--- src/rtl/unified_mem_arbiter.sv ---
// Arbitrates one single-port unified memory between instruction fetch and data access.
// Data requests take priority; each access runs MEM_LAT busy cycles followed by one done cycle.
module unified_mem_arbiter #(
  parameter int AW      = 32,
  parameter int DW      = 32,
  parameter int MEM_LAT = 2
) (
  input  logic          clk,
  input  logic          reset,
  input  logic          IReqF,
  input  logic [AW-1:0] IAddrF,
  output logic [DW-1:0] IRdataF,
  output logic          IStallF,
  input  logic          DReqM,
  input  logic          DWeM,
  input  logic [AW-1:0] DAddrM,
  input  logic [DW-1:0] DWdataM,
  output logic [DW-1:0] DRdataM,
  output logic          DStallM,
  output logic          MemStart,
  output logic [AW-1:0] MemAddr,
  output logic          MemWe,
  output logic [DW-1:0] MemWdata,
  input  logic [DW-1:0] MemRdata
);

  localparam int              CW        = $clog2(MEM_LAT + 1);
  localparam logic [CW-1:0]   CNT_FIRST = CW'(MEM_LAT - 1);

  typedef enum logic [2:0] {
    S_IDLE,
    S_IBUSY,
    S_DBUSY,
    S_IDONE,
    S_DDONE
  } state_t;

  state_t        r_state;
  state_t        w_next;
  logic [CW-1:0] r_cnt;
  logic [AW-1:0] r_addr;
  logic          r_we;
  logic [DW-1:0] r_wdata;
  logic [DW-1:0] r_irdata;
  logic [DW-1:0] r_drdata;
  logic          w_start_i;
  logic          w_start_d;
  logic          w_busy;
  logic          w_last;

  always_ff @(posedge clk or posedge reset) begin
    if (reset) r_state <= S_IDLE;
    else       r_state <= w_next;
  end

  always_comb begin
    w_next    = r_state;
    w_start_i = 1'b0;
    w_start_d = 1'b0;
    w_busy    = (r_state == S_IBUSY) || (r_state == S_DBUSY);
    w_last    = w_busy && (r_cnt == '0);
    case (r_state)
      S_IDLE: begin
        if (DReqM) begin
          w_next    = S_DBUSY;
          w_start_d = 1'b1;
        end else if (IReqF) begin
          w_next    = S_IBUSY;
          w_start_i = 1'b1;
        end
      end
      S_IBUSY: if (w_last) w_next = S_IDONE;
      S_DBUSY: if (w_last) w_next = S_DDONE;
      S_IDONE,
      S_DDONE: w_next = S_IDLE;
      default: w_next = S_IDLE;
    endcase
  end

  always_ff @(posedge clk or posedge reset) begin
    if (reset) begin
      r_cnt <= '0;
    end else if (w_start_i || w_start_d) begin
      r_cnt <= CNT_FIRST;
    end else if (w_busy && (r_cnt != '0)) begin
      r_cnt <= r_cnt - CW'(1);
    end
  end

  // Write enable is cleared on the last busy cycle so it never leaks into DONE.
  always_ff @(posedge clk or posedge reset) begin
    if (reset) begin
      r_addr   <= '0;
      r_we     <= 1'b0;
      r_wdata  <= '0;
      r_irdata <= '0;
      r_drdata <= '0;
    end else begin
      if (w_start_i) begin
        r_addr <= IAddrF;
        r_we   <= 1'b0;
      end
      if (w_start_d) begin
        r_addr  <= DAddrM;
        r_we    <= DWeM;
        r_wdata <= DWdataM;
      end
      if (w_last) begin
        r_we <= 1'b0;
        if (r_state == S_IBUSY) r_irdata <= MemRdata;
        if ((r_state == S_DBUSY) && !r_we) r_drdata <= MemRdata;
      end
    end
  end

  assign MemStart = w_busy && (r_cnt == CNT_FIRST);
  assign MemAddr  = r_addr;
  assign MemWe    = r_we;
  assign MemWdata = r_wdata;
  assign IRdataF  = r_irdata;
  assign DRdataM  = r_drdata;
  assign IStallF  = IReqF && (r_state != S_IDONE);
  assign DStallM  = DReqM && (r_state != S_DDONE);

endmodule

--- config.mk ---
export PLATFORM = sky130hd
export DESIGN_NAME = unified_mem_arbiter
export DESIGN_NICKNAME = d
export VERILOG_FILES = /design/src/rtl/unified_mem_arbiter.sv
export SDC_FILE = /design/constraint.sdc
export NUM_CORES = 1
export LEC_CHECK = 0
export BUFFER_PORTS_ARGS = -buffer_cell sky130_fd_sc_hd__buf_2
export CORE_MARGIN = 1.5
export CORE_UTILIZATION = 47
export CTS_CLUSTER_SIZE = 12
export DETAILED_ROUTE_END_ITERATION = 7
export PLACE_DENSITY_LB_ADDON = 0.05
export SLEW_MARGIN = 30
export SYNTH_ARGS = -nofsm -noshare
export SYNTH_HDL_FRONTEND = slang
export SYNTH_SLANG_ARGS = --single-unit
--- constraint.sdc ---
create_clock -name clk -period 5 [get_ports clk]
set_clock_uncertainty 0.2 [all_clocks]
set_input_delay 0.75 -clock clk [delete_from_list [all_inputs] [get_ports clk]]
set_output_delay 0.75 -clock clk [all_outputs]
set_load 0.01 [all_outputs]
[Word-level counts from Yosys, hierarchy flattened]
Cells that the tools add are included.
Storage, ports and cells
  flip-flop bits (word level): 134
  input bits: 133
  logic and storage cells: 51
Cells by class
  add/subtract/negate cells: 1
  eq/ne operators: 8
  mux-type cells: 17
  reductions and logical operators: 18
Operators with widths (number)
  $mux 32: 2
  $mux 3: 4
  $pmux 3 s3: 1
  $mux 1: 8
  $logic_and 1x1->1: 6
  $ne 3x3->1 const B: 2
  $reduce_bool 2->1: 3
  $mux 2: 2
  $ne 2x2->1 const B: 2
  $reduce_and 2->1: 2
  $eq 3x1->1 const B: 1
  $eq 3x2->1 const B: 1
  $logic_not 3->1: 1
  $ne 3x2->1 const B: 1
  $reduce_and 3->1: 1
  $reduce_bool 3->1: 1
  $eq 2x1->1 const B: 1
  $logic_not 2->1: 1
  $logic_or 1x1->1: 2
  $sub 2x1->2 const B: 1
  $logic_not 1->1: 1

[Longest topological paths before layout]
Gate-level depths: netlist (run 1).
  depth after elaboration: 6
  gate-level depth with buffers: 7

[Worst setup path before layout (run 1)]
OpenSTA, ideal clock, no wires.
  path type: input-to-output
  start: input DReqM
  end: output DStallM
  arrival: 1309 ps
  path slack: 2741 ps
  stages: 3
  cell sequence: clkinv_1 > clkbuf_1 > a21oi_1
On the way
  cells in the longest elaborated chain, start to end: 1
Ends and longest elaborated chain
  start: declaration: RTL line 14  | input logic DReqM,
  $logic_and 1x1->1: RTL line 123  | assign DStallM = DReqM && (r_state != S_DDONE);
  end: declaration: RTL line 19  | output logic DStallM,
No other way between the ends.

[Final worst setup path (run 1)]
  start: register r_state[1]
  end: output MemStart
On the way
  cells in the longest elaborated chain, start to end: 3
  elaborated cells on any way between the ends: 4
Ends and longest elaborated chain
  start: declaration: RTL line 38  | state_t r_state;
  start signal: assignment: RTL line 53  | else r_state <= w_next;
  $eq 3x1->1 / $eq 3x2->1 (equally long branches): RTL line 60  | w_busy = (r_state == S_IBUSY) || (r_state == S_DBUSY);
  $logic_or 1x1->1 *: RTL line 60
  $logic_and 1x1->1 *: RTL line 116  | assign MemStart = w_busy && (r_cnt == CNT_FIRST);
  end: declaration: RTL line 20  | output logic MemStart,
Mark *: on every way between the ends. The rest lies on a longest branch, timed or not.

==> results of run 1 <==
## worst paths after layout
kind / from / to / slack (ns) / depth (start not counted)
setup reg to reg: r_cnt[0] / DRdataM[15] / 2.63 / 6
hold reg to reg: IRdataF[12] / IRdataF[12] / 0.30 / 1
min in group clk: IRdataF[12] / IRdataF[12] / 0.30 / 1
max in group asynchronous: reset / DRdataM[5] / 3.19 / 3
setup / recovery: r_state[1] / MemStart / 2.36 / 4
hold / removal: reset / MemWdata[20] / 0.26 / 2
## area by class of cell
class / count / area (um2)
fillers: 884 / 3964
flip-flops and latches: 134 / 3353
multi-input cells: 220 / 2085
repair buffers: 272 / 1398
clock buffers: 27 / 543.0
well taps: 143 / 178.9
inverters: 7 / 31.28
clock inverters: 2 / 12.51
## per-layer routing
layer,share of wire,vias up,global-route usage
met5,0.00095,-,0
met4,0.017,2,0.07764
met3,0.074,21,0.07343
met2,0.51,177,0.3691
met1,0.40,2128,0.2722
li1,-,1971,-
## stage by stage
stage	cell area, um2	util	std cells	setup slack (ns)	power, mW
after floorplan	5650	-	391	0.4672	3.392
after global placement	7033	0.6081	775	2.290	4.092
after detailed placement	7034	0.6082	775	2.257	4.164
after CTS	7590	0.6563	804	2.338	5.330
after global routing	7601	0.6573	805	2.267	5.626
final	7601	0.6573	805	2.360	5.279
## where the power goes
part           switching [mW]  internal, mW
Sequential              0.344          1.63
Combinational            1.04          1.12
Clock                   0.412         0.730
Total                    1.79          3.48
## flip-flops by register name (all words and copies together) (netlist names)
signal / cells
DRdataM: 32
MemWe: 1
IRdataF: 32
r_cnt: 2
MemWdata: 32
r_state: 3
MemAddr: 32
## worst max-delay path, delay by kind of cell, from the launching register on
family / cells / cell delay, ns
and+or+nand+nor: 2 / 0.26
buffers and inverters: 1 / 0.14
DFF: 1 / 0.53
xor gates and xnor gates: 1 / 0.35
## kinds of logic after synthesis
family	synth area share
fa+ha+maj	0.004428
simple gates	0.04030
compound gates	0.1027
xor+xnor	0.001550
buf+inv	0.04251
flops	0.5934
mux	0.2150
## cell usage in the layout, fill, tap and decap left out, drive strengths merged, types with 3 or more instances in the layout
| master | n |
|---|---|
| a32oi | 31 |
| mux2 | 97 |
| nor3 | 3 |
| a22oi | 33 |
| nand2 | 34 |
| dfrtp | 134 |
| clkbuf | 27 |
| nor2 | 3 |
| inv | 6 |
| buf | 272 |
==> metrics, run 1 <==
Final setup viols 0; largest net degree at the start of global routing 83; Pleak ~3.8 nW; setup tns final 0 ns; TritonRoute pass-1 iters 5; ys flop type dfrtp_1; ratio of cells with drive above 1 in the final layout 0.6073; Layout Area Growth over Synthesis 34.52%; Power Density roughly 690 nW/um2; outcome completed; Core Box Area 11560 um2; RSZ-0062 raised after global routing no; clock sink total 134; I/O pins around 270; Port-buffer cells 264; Final ANT Viol Nets 0; Worst VDD drop about 0.00035 V; CTS buffer count 17; htree depth 4; Resize count post-CTS 0; die area between 10000 and 15000 um2; crit end category output port; fin crit period between 2 and 3 ns; sequential fraction of the synthesis area 0.5934; ranking of synthesized cells by area dfrtp_1 59%, mux2_2 13%, mux2_4 8.0%; cell area after synthesis roughly 5700 um2; fin crit share 0.5281; RePlAce Congestion 0.8598; HPWL after DPL 9491 um; clk root buf clkbuf_16; Via-to-Cell Ratio between 5 and 6; DIE WIDTH 112.6 um; Crit Path Category flop to output port; via count roughly 4300; crit-path cells xnor2_1, nor2_1, and2_1, buf_2; worst slew pin tran roughly 0.72 ns; postcts setup bufs 0; fraction of registers with async set/reset 1.000; cell taking the most area after synthesis dfrtp_1; number of global-route vias before repair approximately 4400; GRT Util Overall 0.2220; Critical Path AT between 1.5 and 2 ns; TritonCTS clock tree built; Hold Crit Class input pin to asynchronous set/reset pin; first-pass GRT wire length approximately 22000 um; commonest cells in the netlist 134 x dfrtp_1, 66 x mux2_2, 34 x nand2_1; EDFF count, synth 0; Crit path largest cell delay about 0.53 ns; Starting Density 0.4886; worst hold slack 0.2644 ns; relative slew slack 0.5174; Max-cap violations 0; Synth warnings 0; Netlist cell types 32; FF+latch count, synth ~130; Max Clk Rate 378.7 MHz; GRT Residual Overflow 0; final hold vios 0; Die Y around 110 um; CTS Buffer Depth 2; Max FO, Critical Path 10; top-area cell type share of the netlist area 0.5934; startpoint types flop; initial antenna violation count 1; routed length per placed instance between 15 and 20 um; WL final around 14000 um; clock latency on the worst-skew pair about 0.41 ns; residual DRC count 0; Final nets slightly below 800; CP max stage cell dfrtp_1; Mapped Nets roughly 530; row cnt 39; initial DRC count around 270; Post-Syn Instances 391; Worst Path Required approximately 4.1 ns; most numerous cell in the Yosys netlist dfrtp_1; CTS clock-pin slew for the worst setup and hold paths 0.05 ns; # diodes 0; syn_area_per_cell 14.45 um2; Slew Limit Fails 0; CTS Hold Buffers Added 0
No activity file was read; power rests on OpenSTA's default activity.
==> run 2, diff against run 1 <==
CORE_UTILIZATION = 42   (was 47)
clock period = 2.3 ns   (was 5 ns; I/O delays follow)
==> metrics, run 2 (synthesis results as in run 1) <==
HPWL after DPL 9783 um (+3.1%); outcome completed; clock sink total 134 (unchanged); crit end category output port; GRT Util Overall 0.2316 (+0.009563); commonest non-fill, non-tap cell in the layout buf_2; die area 14160 um2 (+12%); Pleak 4.426 nW (+16%); initial antenna violation count 0 (-1); RePlAce Congestion 0.7258 (-16%); Final ANT Viol Nets 0 (unchanged); htree depth 4 (unchanged); number of global-route vias before repair 5189 (+18%); Slew Limit Fails 0 (unchanged); Final setup viols 0 (unchanged); first-pass GRT wire length 25770 um (+17%); Final Power 11.99 mW (+130%); GRT Residual Overflow 0 (unchanged); Max Clk Rate 463.3 MHz; CP max stage cell dfrtp_2; Die Y 119.0 um (+5.6%); clock latency on the worst-skew pair 0.40 ns (about the same); DIE WIDTH 119.0 um (+5.6%); Worst VDD drop 0.0006915 V (+96%); setup tns final 0 ns (unchanged); Crit Path Category flop to output port; initial DRC count 262 (-3.7%); Hold Crit Class input pin to flop; row cnt 42 (+7.7%); Fillers 974 (+10%); Power Density 1325 nW/um2 (+91%); residual DRC count 0 (unchanged); Starting Density 0.4284 (-0.06020); Crit path largest cell delay 0.45 ns (-0.08 ns); Max FO, Critical Path 7 (-3); Max-cap violations 0 (unchanged); WL final 15930 um (+17%); fin crit share 0.9384; CTS buffer count 17 (unchanged); Port-buffer cells 264 (unchanged); TritonCTS clock tree built; Core Box Area 13190 um2 (+14%); via count 5000 (+16%); area of the multi-input gates 2091 um2 (+0.30%); ratio of cells with drive above 1 in the final layout 0.5199 (-0.08735); routed length per placed instance 16.26 um (-3.9%); Worst Path Required 1.75 ns (-2.30 ns); relative slew slack 0.5492 (+0.03179); # diodes 0 (unchanged); Final nets 927 (+18%); crit-path cells buf_4, xnor2_2, nor2_1, and2_1, buf_2; RSZ-0062 raised after global routing no; worst hold slack 0.03330 ns (-0.2311 ns); largest net degree at the start of global routing 55 (-34%); fin crit period 2.158 ns; commonest cells after routing, fill and taps aside 264 x buf_2, 133 x dfrtp_1, 128 x dlygate4sd3_1; TritonRoute pass-1 iters 5 (unchanged); CP delay by family, top flip-flops; startpoint types flop; CTS Buffer Depth 2 (unchanged); worst path buffer plus inverter count 2 (+1); Via-to-Cell Ratio 5.102 (-4.5%); Sequential cell area 3354 um2 (about the same); CTS clock-pin slew for the worst setup and hold paths 0.05 ns (about the same); Critical Path AT 1.61 ns (-0.08 ns); final hold vios 0 (unchanged); clk root buf clkbuf_16; I/O pins 265 (unchanged); Layout Area Growth over Synthesis 60.14%; worst slew pin tran 0.6762 ns (-0.04769 ns)
-- run 2: layout make-up --
cell class / count / share of cell area
flip-flops and latches: 134 / 0.3707
repair buffers: 412 / 0.3084
multi-input cells: 220 / 0.2311
clock buffers: 18 / 0.04743
well taps: 176 / 0.02434
clock inverters: 13 / 0.01480
inverters: 7 / 0.003319
-- run 2: what timing repair did --
action                                  4_1_cts  5_1_grt
gates cloned                                  0        0
endpoints found under the setup margin        1        1
pin swaps                                     0        0
hold endpoints to repair                    208        0
resized for setup                             1        1
hold buffers                                128        0
buffers inserted                              0        3
-- run 2: worst min-delay path, stage by stage --
cell,delay (ns)
buf_2,0.10
nand2_1,0.07
a22oi_1,0.07
-- run 2: metrics by stage --
stage                     instances  area (um2)  setup slack (ns)    util
final                           980        9049            0.1417  0.6860
after global routing            980        9049           0.04202  0.6860
after CTS                       977        9019          0.009051  0.6837
after detailed placement        818        7173            0.3108  0.5438
after global placement          818        7173            0.3518  0.5438
after floorplan                 391        5654           0.08983       -
-- run 2: routing by layer --
metal / share of wire / wire, um / up-vias / track usage
met5: 0 / 0 / - / 0
met4: 0.032 / 511 / 0 / 0.1077
met3: 0.064 / 1022 / 48 / 0.06466
met2: 0.51 / 8060 / 252 / 0.3920
met1: 0.40 / 6337 / 2445 / 0.2730
li1: - / - / 2255 / -
-- run 2: path summary, 6_finish.rpt --
check / slack [ns] / startpoint / endpoint / depth (start not counted)
worst max register to register: 0.31 / r_state[2] / DRdataM[16] / 4
worst max-delay path: 0.14 / r_state[1] / MemStart / 5
worst min register to register: 0.30 / DRdataM[15] / DRdataM[15] / 1
max in group asynchronous: 0.88 / reset / DRdataM[8] / 4
worst min-delay path: 0.03 / DWeM / MemWe / 3
min in group asynchronous: 0.18 / reset / IRdataF[10] / 3
-- run 2: where the power goes --
| group | switching [mW] | total [mW] | internal, mW |
|---|---|---|---|
| logic | 2.42 | 5.11 | 2.70 |
| clock network | 0.997 | 2.58 | 1.58 |
| registers | 0.740 | 4.29 | 3.55 |
==> run 3, diff against run 2 <==
==> constraint.sdc (replaced) <==
create_clock -name clk -period 2.3 [get_ports clk]
set_clock_uncertainty 0.2 [all_clocks]
set_input_delay 0.69 -clock clk [delete_from_list [all_inputs] [get_ports clk]]
set_output_delay 0.69 -clock clk [all_outputs]
set_load 0.01 [all_outputs]
==> metrics, run 3 (synthesis results as in run 1) <==
via count 4336 (-13%); Core Box Area 13190 um2 (unchanged); crit end category output port; Final Power 11.94 mW (-0.37%); fin crit share 0.9745 (+0.03611); # diodes 0 (unchanged); Placed Area 7198 um2 (+0.35%); CTS Buffer Depth 2 (unchanged); Fillers 1121 (+15%); routed length per placed instance 16.25 um (about the same); Final ANT Viol Nets 0 (unchanged); Worst Path Required 1.41 ns (-0.34 ns); clock latency on the worst-skew pair 0.41 ns (about the same); initial DRC count 234 (-11%); largest net degree at the start of global routing 75 (+36%); clock sink total 134 (unchanged); worst slew pin tran 0.3878 ns (-0.2884 ns); relative slew slack 0.7415 (+0.1922); CTS buffer count 17 (unchanged); Die Y 119.0 um (unchanged); CTS clock-pin slew for the worst setup and hold paths 0.06 ns (about the same); Final setup viols 0 (unchanged); htree depth 4 (unchanged); die area 14160 um2 (unchanged); clk root buf clkbuf_16; GRT Util Overall 0.1971 (-0.03442); RSZ-0062 raised after global routing yes; post-route cell area 7853 um2 (-13%); Sequential cell area 3354 um2 (unchanged); I/O pins 265 (unchanged); area of the multi-input gates 2096 um2 (+0.24%); Worst VDD drop 0.0006930 V (+0.22%); TritonRoute pass-1 iters 5 (unchanged); residual DRC count 0 (unchanged); ratio of cells with drive above 1 in the final layout 0.6224 (+0.1025); fin crit period 2.241 ns (+0.08305 ns); row cnt 42 (unchanged); Power Density 1521 nW/um2 (+15%); GRT Residual Overflow 0 (unchanged); WL final 13880 um (-13%); HPWL after DPL 9627 um (-1.6%); Critical Path AT 1.35 ns (-0.26 ns); Pleak 3.941 nW (-11%); number of global-route vias before repair 4378 (-16%); final hold vios 0 (unchanged); TritonCTS clock tree built; Starting Density 0.4284 (unchanged); Crit Path Category flop to output port; Via-to-Cell Ratio 5.077 (-0.49%); RePlAce Congestion 0.7629 (+5.1%); pre-CTS WS 0.1584 ns (-0.1525 ns); Layout Area Growth over Synthesis 38.97%; Slew Limit Fails 0 (unchanged); Final nets 800 (-14%); worst hold slack 0.2028 ns (+0.1695 ns); PnR worst setup slack 0.05860 ns (-0.08305 ns); Max Clk Rate 446.2 MHz (-3.7%); commonest cells after routing, fill and taps aside 264 x buf_2, 133 x dfrtp_1, 66 x mux2_2; commonest non-fill, non-tap cell in the layout buf_2; Max FO, Critical Path 2 (-5); Port-buffer cells 264 (unchanged); outcome completed; initial antenna violation count 0 (unchanged); DIE WIDTH 119.0 um (unchanged); startpoint types flop; first-pass GRT wire length 21930 um (-15%); Max-cap violations 0 (unchanged); Hold Crit Class input pin to asynchronous set/reset pin
## run 3: what timing repair did
| action | in CTS | in global routing |
|---|---|---|
| hold buffers | 0 | 0 |
| gates resized for setup | 3 | 2 |
| setup buffers | 2 | 2 |
| endpoints found under the setup margin | 3 | 3 |
| pin swaps | 1 | 1 |
| cloned | 0 | 0 |
## run 3: area by class of cell
class                      count  share of cell area
inverter                       7            0.003824
clock buffer                  20             0.05816
sequential                   134              0.4272
multi-input combinational    220              0.2669
clock inverter                12             0.01912
timing repair buffer         285              0.1968
tap                          176             0.02804
## run 3: per-layer routing
| layer | part of all wire | GRT usage |
|---|---|---|
| met1 | 0.42 | 0.2465 |
| met2 | 0.49 | 0.3194 |
| met3 | 0.071 | 0.06034 |
| met4 | 0.014 | 0.07982 |
| met5 | 0 | 0 |
## run 3: report_power, final
| group | switching (mW) | internal, mW | leakage [nW] | total [mW] |
|---|---|---|---|---|
| sequential | 0.688 | 3.55 | 1.62 | 4.24 |
| clock | 1.00 | 1.76 | 0.304 | 2.77 |
| combinational | 2.34 | 2.60 | 2.02 | 4.94 |
| total | 4.03 | 7.91 | 3.94 | 11.9 |
## run 3: critical path, cell delays in order (launching register included)
cell and delay (ns):
dfrtp_1 0.41, xnor2_2 0.20, nor2_2 0.05, and2_1 0.15, buf_2 0.14
## run 3: path summary, 6_finish.rpt
| check | start | endpoint | slack, ns | cells after the start |
|---|---|---|---|---|
| max | r_state[1] | MemStart | 0.06 | 4 |
| min | reset | MemWe | 0.20 | 3 |
| min in group clk | DAddrM[18] | MemAddr[18] | 0.30 | 3 |
| min reg2reg | IRdataF[5] | IRdataF[5] | 0.30 | 1 |
| max in group asynchronous | reset | MemWdata[29] | 1.37 | 3 |
| max reg2reg | r_cnt[0] | DRdataM[15] | 0.30 | 6 |
## run 3: per-stage QoR
step             util  setup TNS, ns  cells
6_report       0.5953              0    854
5_1_grt        0.5953       -0.04492    854
4_1_cts        0.5937              0    852
3_5_place_dp   0.5457              0    818
3_3_place_gp   0.5457              0    818
2_1_floorplan       -         -34.19    391
